[src/rtl/fetch_ctrl.sv]
// Program-counter sequencer for the IF stage: next-PC arbitration, redirect flush and fetch qualification.
// Optional performance counters are built when FETCH_CTRL_PERF_EN is defined.
module fetch_ctrl #(
    parameter logic [31:0] RESET_PC     = 32'h0000_0000,
    parameter int          FLUSH_CYCLES = 2
) (
    input  logic        clk,
    input  logic        reset,
    input  logic        stall_i,
    input  logic        br_taken_i,
    input  logic [31:0] br_target_i,
    input  logic        halt_i,
    input  logic        resume_i,
    output logic [31:0] pc_next,
    output logic        if_flush,
    output logic        fetch_valid,
    output logic        misalign_err,
    output logic [1:0]  state_out,
    output logic [31:0] perf_stall_cnt,
    output logic [31:0] perf_redir_cnt
);

    typedef enum logic [1:0] {
        ST_BOOT  = 2'd0,
        ST_RUN   = 2'd1,
        ST_STALL = 2'd2,
        ST_HALT  = 2'd3
    } state_t;

    localparam logic [2:0] FLUSH_LOAD = 3'(FLUSH_CYCLES);

    state_t      state_r;
    state_t      state_nxt_s;
    logic [31:0] pc_r;
    logic [31:0] pc_inc_s;
    logic [2:0]  flush_cnt_r;
    logic        redirect_s;
    logic        misalign_set_s;
    logic        misalign_clr_s;

    assign pc_inc_s  = pc_r + 32'd4;
    assign state_out = state_r;

    // State, PC, flush counter and sticky misalignment flag.
    always_ff @(posedge clk or negedge reset) begin
        if (!reset) begin
            state_r      <= ST_BOOT;
            pc_r         <= RESET_PC;
            flush_cnt_r  <= 3'd0;
            misalign_err <= 1'b0;
        end else begin
            state_r <= state_nxt_s;
            pc_r    <= pc_next;
            if (redirect_s) begin
                flush_cnt_r <= FLUSH_LOAD;
            end else if (flush_cnt_r != 3'd0) begin
                flush_cnt_r <= flush_cnt_r - 3'd1;
            end else begin
                flush_cnt_r <= 3'd0;
            end
            if (misalign_set_s) begin
                misalign_err <= 1'b1;
            end else if (misalign_clr_s) begin
                misalign_err <= 1'b0;
            end else begin
                misalign_err <= misalign_err;
            end
        end
    end

    // Next-state arbitration; an aligned redirect outranks halt and stall.
    always_comb begin
        state_nxt_s    = state_r;
        redirect_s     = 1'b0;
        misalign_set_s = 1'b0;
        misalign_clr_s = 1'b0;
        case (state_r)
            ST_BOOT: begin
                state_nxt_s = ST_RUN;
            end
            ST_RUN, ST_STALL: begin
                if (br_taken_i && (br_target_i[1:0] == 2'b00)) begin
                    redirect_s  = 1'b1;
                    state_nxt_s = ST_RUN;
                end else if (br_taken_i) begin
                    misalign_set_s = 1'b1;
                    state_nxt_s    = ST_HALT;
                end else if (halt_i) begin
                    state_nxt_s = ST_HALT;
                end else if (stall_i) begin
                    state_nxt_s = ST_STALL;
                end else begin
                    state_nxt_s = ST_RUN;
                end
            end
            ST_HALT: begin
                if (resume_i) begin
                    state_nxt_s    = ST_RUN;
                    misalign_clr_s = 1'b1;
                end else begin
                    state_nxt_s = ST_HALT;
                end
            end
            default: begin
                state_nxt_s = ST_BOOT;
            end
        endcase
    end

    // Next-PC selection and fetch qualifiers.
    always_comb begin
        pc_next     = pc_r;
        if_flush    = (state_r == ST_BOOT) || (flush_cnt_r != 3'd0);
        fetch_valid = (state_r == ST_RUN) && !stall_i && (flush_cnt_r == 3'd0);
        case (state_r)
            ST_BOOT: begin
                pc_next = RESET_PC;
            end
            ST_RUN, ST_STALL: begin
                if (redirect_s) begin
                    pc_next = br_target_i;
                end else if (br_taken_i || halt_i || stall_i) begin
                    pc_next = pc_r;
                end else begin
                    pc_next = pc_inc_s;
                end
            end
            ST_HALT: begin
                if (resume_i) begin
                    pc_next = pc_inc_s;
                end else begin
                    pc_next = pc_r;
                end
            end
            default: begin
                pc_next = RESET_PC;
            end
        endcase
    end

`ifdef FETCH_CTRL_PERF_EN
    logic [31:0] stall_cnt_r;
    logic [31:0] redir_cnt_r;

    // Saturating stall-cycle and accepted-redirect counters.
    always_ff @(posedge clk or negedge reset) begin
        if (!reset) begin
            stall_cnt_r <= 32'd0;
            redir_cnt_r <= 32'd0;
        end else begin
            if ((state_r == ST_STALL) && (stall_cnt_r != 32'hFFFF_FFFF)) begin
                stall_cnt_r <= stall_cnt_r + 32'd1;
            end else begin
                stall_cnt_r <= stall_cnt_r;
            end
            if (redirect_s && (redir_cnt_r != 32'hFFFF_FFFF)) begin
                redir_cnt_r <= redir_cnt_r + 32'd1;
            end else begin
                redir_cnt_r <= redir_cnt_r;
            end
        end
    end

    assign perf_stall_cnt = stall_cnt_r;
    assign perf_redir_cnt = redir_cnt_r;
`else
    assign perf_stall_cnt = 32'h0;
    assign perf_redir_cnt = 32'h0;
`endif

endmodule

[config.mk]
export PLATFORM = sky130hd
export DESIGN_NAME = fetch_ctrl
export DESIGN_NICKNAME = d
export VERILOG_FILES = /design/src/rtl/fetch_ctrl.sv
export SDC_FILE = /design/constraint.sdc
export NUM_CORES = 1
export LEC_CHECK = 0
export BUFFER_PORTS_ARGS = -buffer_cell sky130_fd_sc_hd__clkbuf_2
export CAP_MARGIN = 15
export CORE_MARGIN = 8
export CORE_UTILIZATION = 40
export CTS_CLUSTER_DIAMETER = 200
export CTS_CLUSTER_SIZE = 28
export DETAILED_ROUTE_END_ITERATION = 8
export PLACE_DENSITY = 0.74
export SLEW_MARGIN = 20
export SYNTH_ARGS = -nofsm -noshare
export SYNTH_HDL_FRONTEND = slang
export SYNTH_SLANG_ARGS = --single-unit
[constraint.sdc]
create_clock -name clk -period 2.8 [get_ports clk]
set_input_delay 0.28 -clock clk [delete_from_list [all_inputs] [get_ports clk]]
set_output_delay 0.28 -clock clk [all_outputs]
set_load 0.005 [all_outputs]
# ---- After elaboration in Yosys (flattened, before gate mapping)
# Index checks and enable logic that the tools add are counted.
dict set report classes {
  n_addsub 2
  n_eq_ne 3
  muxes 21
  n_reduce_logical 13
}
# cell n
set op_table {}
lappend op_table {{$mux W32} 3}
lappend op_table {{$pmux W32 S3} 1}
lappend op_table {{$add A32 B3 Y32 const B} 1}
lappend op_table {{$mux W2} 5}
lappend op_table {{$mux W1} 9}
lappend op_table {{$mux W3} 2}
lappend op_table {{$pmux W2 S3} 1}
lappend op_table {{$eq A2 B2 Y1 const B} 2}
lappend op_table {{$logic_not A2 Y1} 2}
lappend op_table {{$logic_and A1 B1 Y1} 3}
lappend op_table {{$logic_not A3 Y1} 1}
lappend op_table {{$logic_or A1 B1 Y1} 3}
lappend op_table {{$reduce_bool A3 Y1} 1}
lappend op_table {{$sub A3 B1 Y3 const B} 1}
lappend op_table {{$eq A2 B1 Y1 const B} 1}
lappend op_table {{$reduce_bool A2 Y1} 1}
lappend op_table {{$reduce_or A2 Y1} 1}
lappend op_table {{$logic_not A1 Y1} 1}
dict set report word_totals {
  regBits 38
  input_bits 38
  out_inout_bits 101
  word_cells 43
}

# ---- Logic depth before layout (Yosys ltp)
dict set report depth {
  ltp_word 6
  mapped_depth 9
  ltp_nobuf 7
}

# ---- Worst setup path before layout
# OpenSTA, ideal clock, no wires.
dict set report synth_path {
  kind {reg-to-output}
  from {register pc_r[2]}
  to {output pc_next[20]}
  arrival_time_ns 2.216
  path_slack_ns 0.304
  path_stages_with_launch 7
  path_buffers 0
  cell_sequence {dfrtp_1 -> ha_1 -> or4b_1 -> or4_1 -> o32a_1 -> o32a_1 -> nand2_1}
}
dict set report synth_via {
  elab_chain_len 4
  word_cells_on_any_way 5
}
# element line
set synth_rtl {}
lappend synth_rtl {{start, declared} 34} ;# logic [31:0] pc_r;
lappend synth_rtl {{start signal, assigned} 53} ;# pc_r <= pc_next;
lappend synth_rtl {{$add A32 B3 Y32 (*)} 41} ;# assign pc_inc_s = pc_r + 32'd4;
lappend synth_rtl {{$mux W32} 122} ;# end else if (br_taken_i || halt_i || stall_i) begin
lappend synth_rtl {{$mux W32} 120} ;# if (redirect_s) begin
lappend synth_rtl {{$pmux W32 S3 (*)} 115} ;# case (state_r)
lappend synth_rtl {{end, declared} 14} ;# output logic [31:0] pc_next,
# Every way passes the cells marked *; elsewhere a longest branch is shown, timed or not.

# ---- Worst setup path in the final report
dict set report layout_path {
  from {register pc_r[3]}
  to {output pc_next[20]}
}
# Same word-level chain as after synthesis.

==> impl_metrics.csv <==
group,metric,value,unit
floorplan,row_count,34,
sta,final_max_slew_viol_count,0,
sta,finalClockSkew,7.43,ps
synth,synthesis.area,3460,µm²
synth,syn_avg_cell_area,7.90,µm²
final_layout,layout.nets,568,
clock_network,h-tree-depth,2,
sta,grt_setup_unrepaired,"yes",
min_path,hold_path_class,"input port to asynchronous set/reset pin",
drt,drt_first_pass_iters,5,
global_routing,top_usage_layer,"met2",
floorplan,die_x,109,µm
place,placed_cell_area,3800,µm²
synth,yosysSeqAreaShare,27.5,%
clock_network,clock_latency,300,ps
place,gp_congestion,0.914,
global_routing,grt_pass1_wl,17.6,mm
clock_network,root_buffer,"clkbuf_8",
pwr,internal_power,1.90,mW
synth,synth_cells,438,
sta,max_slew_margin,37.9,%
global_routing,met1_usage,22.5,%
run_status,status,"finished, violations left",
pwr,p_sw,1.65,mW
final_layout,final_common_cell,"clkbuf_2",
sta,final-hold-violation-count,0,
drt,routed_via_density,5.69,
critical_path,regToRegSetupSlack,620,ps
global_routing,gr-usage-all-layers,18.4,%
sta,tns,-7.48,ps
pwr,sequentialPowerShare,29.6,%
synth,ys_ff_latch,38,
synth,post-synth-top-area-fraction,27.5,%
floorplan,initial_core_util,40.4,%
drt,postRouteWirelength,11.5,mm
critical_path,rr_startpoint,"pc_r[3]",
synth,synth_edf_count,0,
drt,via_count,3608,
sta,finalCritPeriodShare,100,%
final_layout,stdcell_area,4070,µm²
pwr,p_sw_share,46.5,%
floorplan,fp.dieH,109,µm
critical_path,critical_path_required,2520,ps
global_routing,met2_usage,31.0,%
clock_network,cts.clk_slew.worst_paths,90,ps
global_routing,grt_max_degree,39,
clock_network,hold_buffers,0,
floorplan,coreArea,8550,µm²
synth,ys.flop_type,"dfrtp_1",
place,place_ws,169,ps
final_layout,multi_input_area,2170,µm²
synth,yosys_warnings,0,
final_layout,n_antenna_cell,0,
pwr,ir_drop,0.469,mV
run,drv_cap,0,
clock_network,cts_sinks,38,
critical_path,r2r_cells,6,
clock_network,tritoncts,"built",
pwr,pwr-share-clk,13.2,%
critical_path,worstSetupPathType,"register to output pin",
drt,wl_per_cell,18.1,µm
synth,ys_types,57,
critical_path,cp-start-kind,"register",
sta,worstMarginPinSlew,932,ps
global_routing,first_global_vias,3584,
pwr,share_comb_of_total_power,57.2,%
drt,drt_iter0_drc,192,
run_status,failed_checks,"setup timing",
floorplan,io_pins,139,
drt,antenna_left,0,
place,dp_hpwl,8.61,mm
synth,async_flop_share,100,%
final_layout,fillers,866,
synth,yosysTopAreaCell,"dfrtp_1",
clock_network,cts_buffers,5,
place,io_buffer_count,74,
pwr,power.density,874,nW/µm²
global_routing,grt_antenna_before_repair,0,
critical_path,critPathLaunch,"pc_r[3]",
final_layout,area_delta_synth_final,17.5,%
pwr,finalPower,3.55,mW
critical_path,r2r_end,"pc_r[20]",
critical_path,crit_end,"pc_next[20]",
sta,fmax,356,MHz
sta,min_period,2810,ps
pwr,p_leak,1.77,nW
final_layout,final_util,47.5,%
critical_path,path_max_fanout,3,
final_layout,drive_gt1_share,29.5,%
synth,yosys-top-cells-area,"dfrtp_1 27%, buf_4 14%, o21ai_0 5.4%",
floorplan,die_area,11900,µm²
global_routing,met3_usage,3.96,%
sta,finalWorstSetupSlack,-7.48,ps
sta,finalSetupViolCount,1,
clock_network,cts_buffer_depth,2,
final_layout,final_cell_mix,"71 x clkbuf_2, 64 x conb_1, 35 x buf_4",
drt,drc,0,
final_layout,seqCellArea,958,µm²
critical_path,end_kind,"output pin",
global_routing,globalRouteOverflowTotal,0,
critical_path,crit_arrival,2530,ps
-- through the flow --
step	instances	hold slack, ps
6_report	634	118
5_1_grt	634	179
4_1_cts	628	184
3_5_place_dp	616	466
3_3_place_gp	616	457
2_1_floorplan	501	-15.6
-- worst max-delay path, stage by stage, from the launching register on --
cell and delay (ps):
dfrtp_1 370, ha_2 180, or4b_4 460, or4_4 510
o32a_1 230, o32a_1 290, nand2_1 80, buf_2 110
-- timing repair --
| item | 4_1_cts | 5_1_grt |
|---|---|---|
| pin swaps | 0 | 6 |
| resized for setup | 9 | 21 |
| setup endpoints to repair | 8 | 15 |
| setup buffers | 4 | 6 |
-- sequential cells by signal, summed over array words and instances (netlist names) --
register,count
flush_cnt_r,3
misalign_err,1
pc_r,32
state_out,2
-- routing by layer --
metal	vias to the layer above	wire, µm
li1	1648	-
met1	1727	4780
met2	214	5420
met3	19	1040
met4	0	223
met5	-	0
-- power by group through the flow --
| stage | logic, mW | clock network [mW] | registers (mW) |
|---|---|---|---|
| floorplan | 1.31 | 0 | 0.909 |
| global placement | 1.86 | 0 | 1.03 |
| detailed placement | 1.89 | 0 | 1.04 |
| CTS | 1.94 | 0.484 | 1.03 |
| global route | 2.24 | 0.498 | 1.08 |
| finish | 2.03 | 0.467 | 1.05 |
-- cell usage after synthesis, types with 6 or more instances --
cell,number
nand2_1,34
inv_1,10
buf_2,6
clkbuf_1,21
o22ai_1,11
nor4_1,9
xor2_1,8
a21oi_1,10
buf_4,64
o21ai_0,37
xnor2_1,16
dfrtp_1,38
nand3_1,19
nand4_1,19
nor2_1,25
o211ai_1,10
and4_1,6
nor3_1,18
-- final cells by class --
cell class | count | area share (%)
clock buffer | 8 | 2.71
sequential | 38 | 23.6
timing repair buffer | 110 | 16.1
multi-input combinational | 360 | 53.4
tap | 108 | 3.32
inverter | 10 | 0.923
-- kinds of logic (layout without fill, tap and decap cells) --
logic type               Yosys count  in the layout  share of synthesized area, %
multiplexers                       2              2                         0.651
adder cells (fa/ha/maj)            5              5                          1.81
AO/OA/AOI/OAI                    108            108                          20.8
AND/OR/NAND/NOR                  157            157                          24.2
buffers and inverters            103            128                          18.8
XOR/XNOR                          24             24                          6.08
other                              1             64                         0.108
flip-flops                        38             38                          27.5
-- how the worst min path moves through the flow --
stage	startpoint	end	slack, ps	cells past startpoint
finish	reset	pc_r[27]	120	1
detailed placement	misalign_err	misalign_err	470	2
global placement	misalign_err	misalign_err	460	2
global route	reset	pc_r[4]	180	1
floorplan	reset	flush_cnt_r[0]	-20	0
CTS	reset	pc_r[3]	180	1
(Power assumes the default switching activity.)
